**src/rtl/fifo_rx_pkg.sv**
```systemverilog
// rtl/fifo_rx_pkg.sv - shared state type, register map and timing defaults for fifo_rx
package fifo_rx_pkg;

  typedef enum logic {
    IDLE  = 1'b0,
    SHIFT = 1'b1
  } rx_state_e;

  localparam logic [7:0] ADDR_DATA   = 8'h00;
  localparam logic [7:0] ADDR_STATUS = 8'h01;

  localparam int CLK_DIV_DEFAULT      = 25;
  localparam int SAMPLE_POINT_DEFAULT = 12;

endpackage

```
**src/rtl/fifo_rx_sipo.sv**
```systemverilog
// rtl/fifo_rx_sipo.sv - serial-in parallel-out receiver: bit divider, bit index and shift register
module sipo
  import fifo_rx_pkg::*;
#(
  parameter int WIDTH        = 8,
  parameter int CLK_DIV      = CLK_DIV_DEFAULT,
  parameter int SAMPLE_POINT = SAMPLE_POINT_DEFAULT
) (
  input  logic             clk,
  input  logic             rst,
  input  logic             i_en,
  input  logic             i_din,
  output logic [WIDTH-1:0] o_byte,
  output logic             o_done
);

  localparam int DW = (CLK_DIV > 1) ? $clog2(CLK_DIV) : 1;
  localparam int IW = (WIDTH > 1) ? $clog2(WIDTH) : 1;
  localparam logic [DW-1:0] DIV_LAST   = DW'(CLK_DIV - 1);
  localparam logic [DW-1:0] DIV_SAMPLE = DW'(SAMPLE_POINT);
  localparam logic [IW-1:0] IDX_LAST   = IW'(WIDTH - 1);

  rx_state_e        r_state;
  rx_state_e        w_state_nxt;
  logic [DW-1:0]    r_div;
  logic [IW-1:0]    r_idx;
  logic [WIDTH-1:0] r_sr;
  logic             r_done;
  logic             w_sample;

  assign w_sample = (r_state == SHIFT) && i_en && (r_div == DIV_SAMPLE);
  assign o_byte   = r_sr;
  assign o_done   = r_done;

  always_ff @(posedge clk or posedge rst) begin
    if (rst) r_state <= IDLE;
    else     r_state <= w_state_nxt;
  end

  always_comb begin
    w_state_nxt = r_state;
    case (r_state)
      IDLE:    if (i_en)  w_state_nxt = SHIFT;
      SHIFT:   if (!i_en) w_state_nxt = IDLE;
      default: w_state_nxt = IDLE;
    endcase
  end

  // Counters are held at zero outside SHIFT, so entering SHIFT always starts a fresh byte.
  always_ff @(posedge clk or posedge rst) begin
    if (rst) begin
      r_div  <= '0;
      r_idx  <= '0;
      r_sr   <= '0;
      r_done <= 1'b0;
    end else begin
      r_done <= w_sample && (r_idx == IDX_LAST);
      if ((r_state != SHIFT) || !i_en) begin
        r_div <= '0;
        r_idx <= '0;
      end else begin
        r_div <= (r_div == DIV_LAST) ? '0 : r_div + 1'b1;
        if (w_sample) begin
          r_sr[r_idx] <= i_din;
          r_idx       <= (r_idx == IDX_LAST) ? '0 : r_idx + 1'b1;
        end
      end
    end
  end

endmodule

```
**src/rtl/fifo_rx.sv**
```systemverilog
// rtl/fifo_rx.sv - serial byte receiver feeding a FIFO drained over APB; FIFO_RX_STATUS_REG_EN adds STATUS/ovf
module fifo_rx
  import fifo_rx_pkg::*;
#(
  parameter int WIDTH        = 8,
  parameter int DEPTH        = 64,
  parameter int CLK_DIV      = CLK_DIV_DEFAULT,
  parameter int SAMPLE_POINT = SAMPLE_POINT_DEFAULT
) (
  input  logic             clk,
  input  logic             reset,
  input  logic             data_in,
  input  logic             en_IQ,
  input  logic [7:0]       paddr,
  input  logic             psel,
  input  logic             penable,
  input  logic             pwrite,
  input  logic [7:0]       pwdata,
  output logic [WIDTH-1:0] prdata,
  output logic             pready,
  output logic             pslverr,
  output logic             mem_state,
  output logic             byte_valid
);

  localparam int AW = $clog2(DEPTH);

  logic [AW:0]      r_wr_ptr;
  logic [AW:0]      r_rd_ptr;
  logic [WIDTH-1:0] r_mem [DEPTH];
  logic [WIDTH-1:0] w_byte;
  logic             w_done;
  logic             w_empty;
  logic             w_full;
  logic             w_push;
  logic             w_pop;
  logic             w_access;
  logic             w_rd_data;
  logic             w_rd_status;
  logic             w_unused;

  sipo #(
    .WIDTH        (WIDTH),
    .CLK_DIV      (CLK_DIV),
    .SAMPLE_POINT (SAMPLE_POINT)
  ) u_sipo (
    .clk    (clk),
    .rst    (reset),
    .i_en   (en_IQ),
    .i_din  (data_in),
    .o_byte (w_byte),
    .o_done (w_done)
  );

  assign w_empty   = (r_wr_ptr == r_rd_ptr);
  assign w_full    = (r_wr_ptr[AW-1:0] == r_rd_ptr[AW-1:0]) && (r_wr_ptr[AW] != r_rd_ptr[AW]);
  assign w_push    = w_done && !w_full;
  assign w_access  = !reset && psel && penable;
  assign w_rd_data = w_access && !pwrite && (paddr == ADDR_DATA);
  assign w_pop     = w_rd_data && !w_empty;
  assign w_unused  = ^pwdata;

  assign pready     = 1'b1;
  assign mem_state  = !w_empty;
  assign byte_valid = w_push;

`ifdef FIFO_RX_STATUS_REG_EN
  logic r_ovf;

  assign w_rd_status = w_access && !pwrite && (paddr == ADDR_STATUS);

  // A drop in the same cycle as the clearing read keeps the flag set.
  always_ff @(posedge clk or posedge reset) begin
    if (reset)                r_ovf <= 1'b0;
    else if (w_done && w_full) r_ovf <= 1'b1;
    else if (w_rd_status)     r_ovf <= 1'b0;
  end
`else
  assign w_rd_status = 1'b0;
`endif

  always_comb begin
    prdata = '0;
    if (w_pop) prdata = r_mem[r_rd_ptr[AW-1:0]];
`ifdef FIFO_RX_STATUS_REG_EN
    else if (w_rd_status) prdata = {r_ovf, w_full, w_empty, {(WIDTH-3){1'b0}}};
`endif
  end

  assign pslverr = w_access && !(w_pop || w_rd_status);

  always_ff @(posedge clk or posedge reset) begin
    if (reset) begin
      r_wr_ptr <= '0;
      r_rd_ptr <= '0;
    end else begin
      if (w_push) r_wr_ptr <= r_wr_ptr + 1'b1;
      if (w_pop)  r_rd_ptr <= r_rd_ptr + 1'b1;
    end
  end

  always_ff @(posedge clk) begin
    if (w_push) r_mem[r_wr_ptr[AW-1:0]] <= w_byte;
  end

endmodule
```
**config.mk**
```make
export PLATFORM = sky130hd
export DESIGN_NAME = fifo_rx
export DESIGN_NICKNAME = d
export VERILOG_FILES = /design/src/rtl/fifo_rx_pkg.sv /design/src/rtl/fifo_rx_sipo.sv /design/src/rtl/fifo_rx.sv
export SDC_FILE = /design/constraint.sdc
export NUM_CORES = 1
export LEC_CHECK = 0
export ABC_AREA = 1
export CORE_UTILIZATION = 46
export DETAILED_ROUTE_END_ITERATION = 10
export GPL_TIMING_DRIVEN = 0
export PLACE_DENSITY = 0.66
export SLEW_MARGIN = 20
export SYNTH_ARGS = -nofsm -noshare
export SYNTH_HDL_FRONTEND = slang
export SYNTH_SLANG_ARGS = --single-unit
```
**constraint.sdc**
```tcl
create_clock -name clk -period 3.1 [get_ports clk]
set_clock_uncertainty 0.15 [all_clocks]
set_input_delay 0.62 -clock clk [delete_from_list [all_inputs] [get_ports clk]]
set_output_delay 0.62 -clock clk [all_outputs]
set_load 0.1 [all_outputs]
```
# After elaboration in Yosys (flattened, before gate mapping)
# Memory sizes are Yosys's and may differ from the RTL's.
# Cells that the tools add are included.
# word_totals
reg_bits	32
inputBits	23
mem_count	1
mem_bits_rw	512
elab_cells	56
out_inout_bits	12
# classes
bitwise_logic	2
n_reduce_logical	22
add_sub_neg	4
n_eq_ne	6
order_cmp	2
muxes	12
# memory_table
memory	words	width	read_ports	rd_clocked_by_memory_dff	wr	line	rtl
r_mem	64	8	1	0	1	fifo_rx.sv:30	logic [WIDTH-1:0] r_mem [DEPTH];
# op_table
cell	count
$add 7x1->7 const B	2
$logic_and 1x1->1	12
$mux 5	2
$mux 3	3
$bwmux 8	1
$logic_not 8->1	1
$mux 8	1
$eq 7x7->1	1
$eq 6x6->1	1
$logic_not 1->1	6
$add 5x1->5 const B	1
$eq 5x4->1 const B	1
$eq 5x5->1 const B	1
$lt 3x4->1 const B	1
$mux 1	4
$add 3x1->3 const B	1
$demux 1 s3	1
$eq 3x3->1 const B	1
$ge 3x1->1 const B	1
$not 1->1	2
$reduce_and 2->1	1
$reduce_bool 2->1	1
$logic_or 1x1->1	1
$ne 1x1->1	1

# Longest topological paths before layout
# depth
word_depth	8
depth_mapped	15
ltp_nobuf	13

# Hierarchy
# Synthesis repeated with hierarchy kept, for this count alone.
# hier_totals
hier_cells	2237
hier_area_um2	23338.6
# by_module_without_submodules
module	area_each_um2	cells_per_inst	seq_area_each_um2	n_inst
fifo_rx	22422.8	2126	15725.1	1
sipo	915.9	111	450.4	1

# Worst setup path after synthesis
# No wires, ideal clock.
# synth_timing
path_type	input to output
from	input port reset
to	output port prdata[0]
path_buffers	0
arrival_time_ps	3194
cell_stages	5
required_ps	2330
slack_ps	-864
cell_sequence	inv_1 -> nand4_1 -> nor3_1 -> nand2_2 -> nor2_1
# synth_via
elab_chain_cells	7
# synth_rtl
element	line	rtl
start, declared	fifo_rx.sv:11	input logic reset,
$logic_not 1->1 (no line)	-	
$logic_and 1x1->1 (2 in a row)	fifo_rx.sv:58	assign w_access = !reset && psel && penable;
$logic_and 1x1->1 (2 in a row)	fifo_rx.sv:59	assign w_rd_data = w_access && !pwrite && (paddr == ADDR_DATA);
$logic_and 1x1->1	fifo_rx.sv:60	assign w_pop = w_rd_data && !w_empty;
$mux 8	fifo_rx.sv:84	if (w_pop) prdata = r_mem[r_rd_ptr[AW-1:0]];
end, declared	fifo_rx.sv:19	output logic [WIDTH-1:0] prdata,
# No other way between the ends.

# Final worst setup path
# layout_timing
from	register r_rd_ptr[3]
to	output port prdata[7]
# layout_via
elab_chain_cells	4
elab_cells_between_ends	5
classes_between	eq/ne (1); mux (1); reduce/logical (2); memory (1)
# layout_rtl
element	line	rtl
start, declared	fifo_rx.sv:29	logic [AW:0] r_rd_ptr;
start signal, assigned	fifo_rx.sv:98	if (w_pop) r_rd_ptr <= r_rd_ptr + 1'b1;
parallel branches: the longest is 3 deep, another holds $mem_v2 64x8	-	
$mux 8 *	fifo_rx.sv:84	
# Mark *: on every way between the ends.

==> summary.txt <==
Finish
  – # fillers: 4145
  – Multi-input gate area: 6790 µm²
  – Layout Nets: 2498
  – Layout area overhead: 20.5%
  – Register area: 16200 µm²
  – Layout cells sized above 1: 17.6%
  – Antenna fix cells: 0
  – Final Core Density: 56.6%

Synthesis
  – Synth cell count leaders: 821 x nand2_1, 512 x edfxtp_1, 274 x inv_1, 272 x nand3_1, 196 x nor2_1
  – Synth Net Count: 2372
  – Yosys top cell by area: edfxtp_1
  – Syn Std Cell Area: 23700 µm²
  – EDFF count, synth: 512
  – Synth area leaders: edfxtp_1 65%, nand2_1 13%, nand3_1 5.7%
  – Synth cell types: 32
  – Fraction of registers with async set/reset: 5.88%
  – Count leader, synth: nand2_1
  – Synth top area share: 64.8%
  – Cells after Synth: 2343
  – Post-synth top flop: edfxtp_1
  – YS warnings: 0
  – Syn Area/Cell: 10.1 µm²
  – Post-synthesis sequential area ratio: 68.1%
  – Seq cells post-synth: 544

Power
  – Leak pwr: 11.4 nW
  – Power Density: 517 nW/µm²
  – Switch Pwr: 3.06 mW
  – Combinational Power Share: 2.5%
  – Peak supply drop: 0.767 mV
  – Clock power share: 43.9%
  – Switching share of power: 20.7%
  – Sequential share of power: 53.5%
  – Pint: 11.7 mW

Outcome
  – Status: complete, but fails checks
  – Failing checks: setup timing

Placed design
  – Final estimated routing congestion in global placement: 0.942
  – Setup WS pre-CTS: -1.91 ns
  – DP HPWL: 45.1 mm
  – Port bufs: 25

Global route
  – Initial antenna violation count: 0
  – Overflow after GRT: 0
  – Vias in the first global route: 16.5k
  – Total GRT Usage: 26.3%
  – First-pass GRT wire length: 102 mm
  – Largest net degree at the start of global routing: 63

Route
  – Pre-antenna DRT Iters: 6
  – DRT Wirelength: 68.9 mm
  – Final routed DRC violation total: 0
  – Via/cell ratio: 5.38
  – Via count: 17.2k
  – Antenna Nets Post-Route: 0
  – Initial DRC count: 2007
  – WL/cell: 21.6 µm

STA
  – RSZ-0062 raised after global routing: true
  – Final hold violation count: 0
  – Fmax: 281 MHz
  – Fin. max-slew vios: 0
  – Final min period: 3.56 ns
  – Worst-Margin Slew: 0.941 ns
  – Final Worst Setup Slack: -0.457 ns
  – Rel. slew slack: 36.9%
  – Final TNS setup: -4.79 ns
  – Final period utilization: 115%
  – Final Setup Violations: 42

Critical path
  – CP Capture Type: primary output
  – Worst setup path start: r_rd_ptr[3]
  – Worst-path maximum fanout: 10
  – Crit path max-delay cell type: buf_1
  – WS Path Type: reg -> out
  – Req. time, crit path: 2.33 ns
  – Startpoint Class: register
  – Crit path DAT: 2.79 ns
  – Critical-path cell list: inv_2 > buf_1 > nand3_1 > nand2_1 > nand2_1 > nand2_2 > nor2_2 > nor2_4 > buf_12
  – Slowest stage delay, CP: 0.53 ns
  – Crit path top cell by count: nand2_1
  – FF-to-FF Start: r_rd_ptr[0]

Floorplan
  – Chip Height: 229 µm
  – Die ar.: 52500 µm²
  – Initial Util: 46.9%
  – Core Region: 50600 µm²
  – # rows: 82
  – Die W: 229 µm
  – Io pins: 35

Clocking
  – TritonCTS Sinks: 544
  – Htree depth: 2
  – Maximum clock path buffer count: 3
  – CTS tree: done
  – Root Driver: clkbuf_16
  – Clk_lat worst skew: 0.62 ns
  – Clk slew on worst S/H paths: 0.06 ns
  – CTS Buf Count: 55

Min path
  – Hold_sp: u_sipo.r_div[0]
  – Hold WC Path Type: reg -> reg

Run
  – Maxcap violations: 0
## critical path, delay by kind of cell (launching register included)
family / cells / cell delay, ns
AND/OR/NAND/NOR: 6 / 0.72
flip-flops: 1 / 0.44
buffers and inverters: 3 / 0.98
## sequential cells by signal, summed over array words and instances, names as in the netlist
signal	count
u_sipo.r_div	5
r_wr_ptr	7
u_sipo.o_byte	8
u_sipo.r_state	1
r_mem	512
u_sipo.r_idx	3
u_sipo.o_done	1
r_rd_ptr	7
## cell usage in the layout, fill, tap and decap left out, types with 7 or more instances in the layout
cell type and instances:
buf_8 11, dfrtp_4 8, nand4_1 8, inv_1 272, a21oi_1 7, clkinv_1 15
clkbuf_2 10, nor2_4 41, nand2_2 24, dfrtp_1 24, edfxtp_1 512, nor2_1 96
clkinv_2 11, nand3_1 220, xor2_1 10, buf_6 27, o21ai_0 51, o21ai_1 11
nand2_1 796, buf_4 50, nor2_2 61, nand3_2 50, clkbuf_16 57, buf_12 26
buf_2 17, clkdlybuf4s50_1 14, buf_16 8, clkbuf_1 18
## per-stage QoR
step,std cells,power [mW],area (µm²),hold slack [ns]
after floorplan,2343,8.26,23800,0.282
after global placement,3040,8.37,24900,0.301
after detailed placement,3049,8.38,25200,0.307
after CTS,3183,14.8,28200,0.315
after global routing,3187,15.1,28600,0.338
final,3187,14.8,28600,0.317
## metal layers
metal | vias to the layer above | GRT usage [%] | routed length (µm)
li1 | 7918 | - | -
met1 | 8182 | 36.2 | 27300
met2 | 893 | 41.5 | 31800
met3 | 167 | 4.51 | 7260
met4 | 0 | 10.8 | 2600
met5 | - | 0 | 0
## cells by family after synthesis
family / after synthesis / share of synthesized area [%]
and+or+nand+nor: 1316 / 22.6
DFF: 544 / 68.1
buffers and inverters: 390 / 6.88
other: 1 / 0.0158
xor gates and xnor gates: 14 / 0.516
AOI/OAI and AO/OA: 72 / 1.52
adders and majority gates: 6 / 0.316
## cell type report
type / count / share of cell area (%)
Inverter: 283 / 3.84
Multi-Input combinational cell: 1409 / 23.7
Clock buffer: 72 / 5.18
Tap cell: 672 / 2.94
Timing Repair Buffer: 68 / 3.25
Clock inverter: 31 / 0.870
Buffer: 106 / 3.48
Timing Repair inverter: 2 / 0.0569
Sequential cell: 544 / 56.7
## power groups by stage
| stage | registers (mW) | clock network (mW) | logic, mW |
|---|---|---|---|
| floorplan | 8.07 | 0 | 0.184 |
| CTS | 7.92 | 6.52 | 0.354 |
| global route | 7.92 | 6.78 | 0.394 |
| global placement | 8.07 | 0 | 0.299 |
| finish | 7.92 | 6.50 | 0.372 |
| detailed placement | 8.07 | 0 | 0.301 |
## path summary, 6_finish.rpt
check,slack [ns],to,cells past startpoint
max,-0.46,prdata[7],9
min,0.32,u_sipo.r_div[0],1
max reg2reg,-0.07,r_mem[53][0],12
min reg2reg,0.32,u_sipo.r_div[0],1
max in group asynchronous,1.82,u_sipo.r_idx[2],2
min in group asynchronous,0.39,u_sipo.o_byte[2],3
## repair_timing
action / CTS / global route
setup endpoints to repair: 475 / 170
pin swaps: 22 / 44
gates resized for setup: 376 / 92
hold buffers: 0 / 0
cloned: 5 / 0
buffers inserted: 26 / 5
Note: power is estimated with default switching activity, not from simulation.
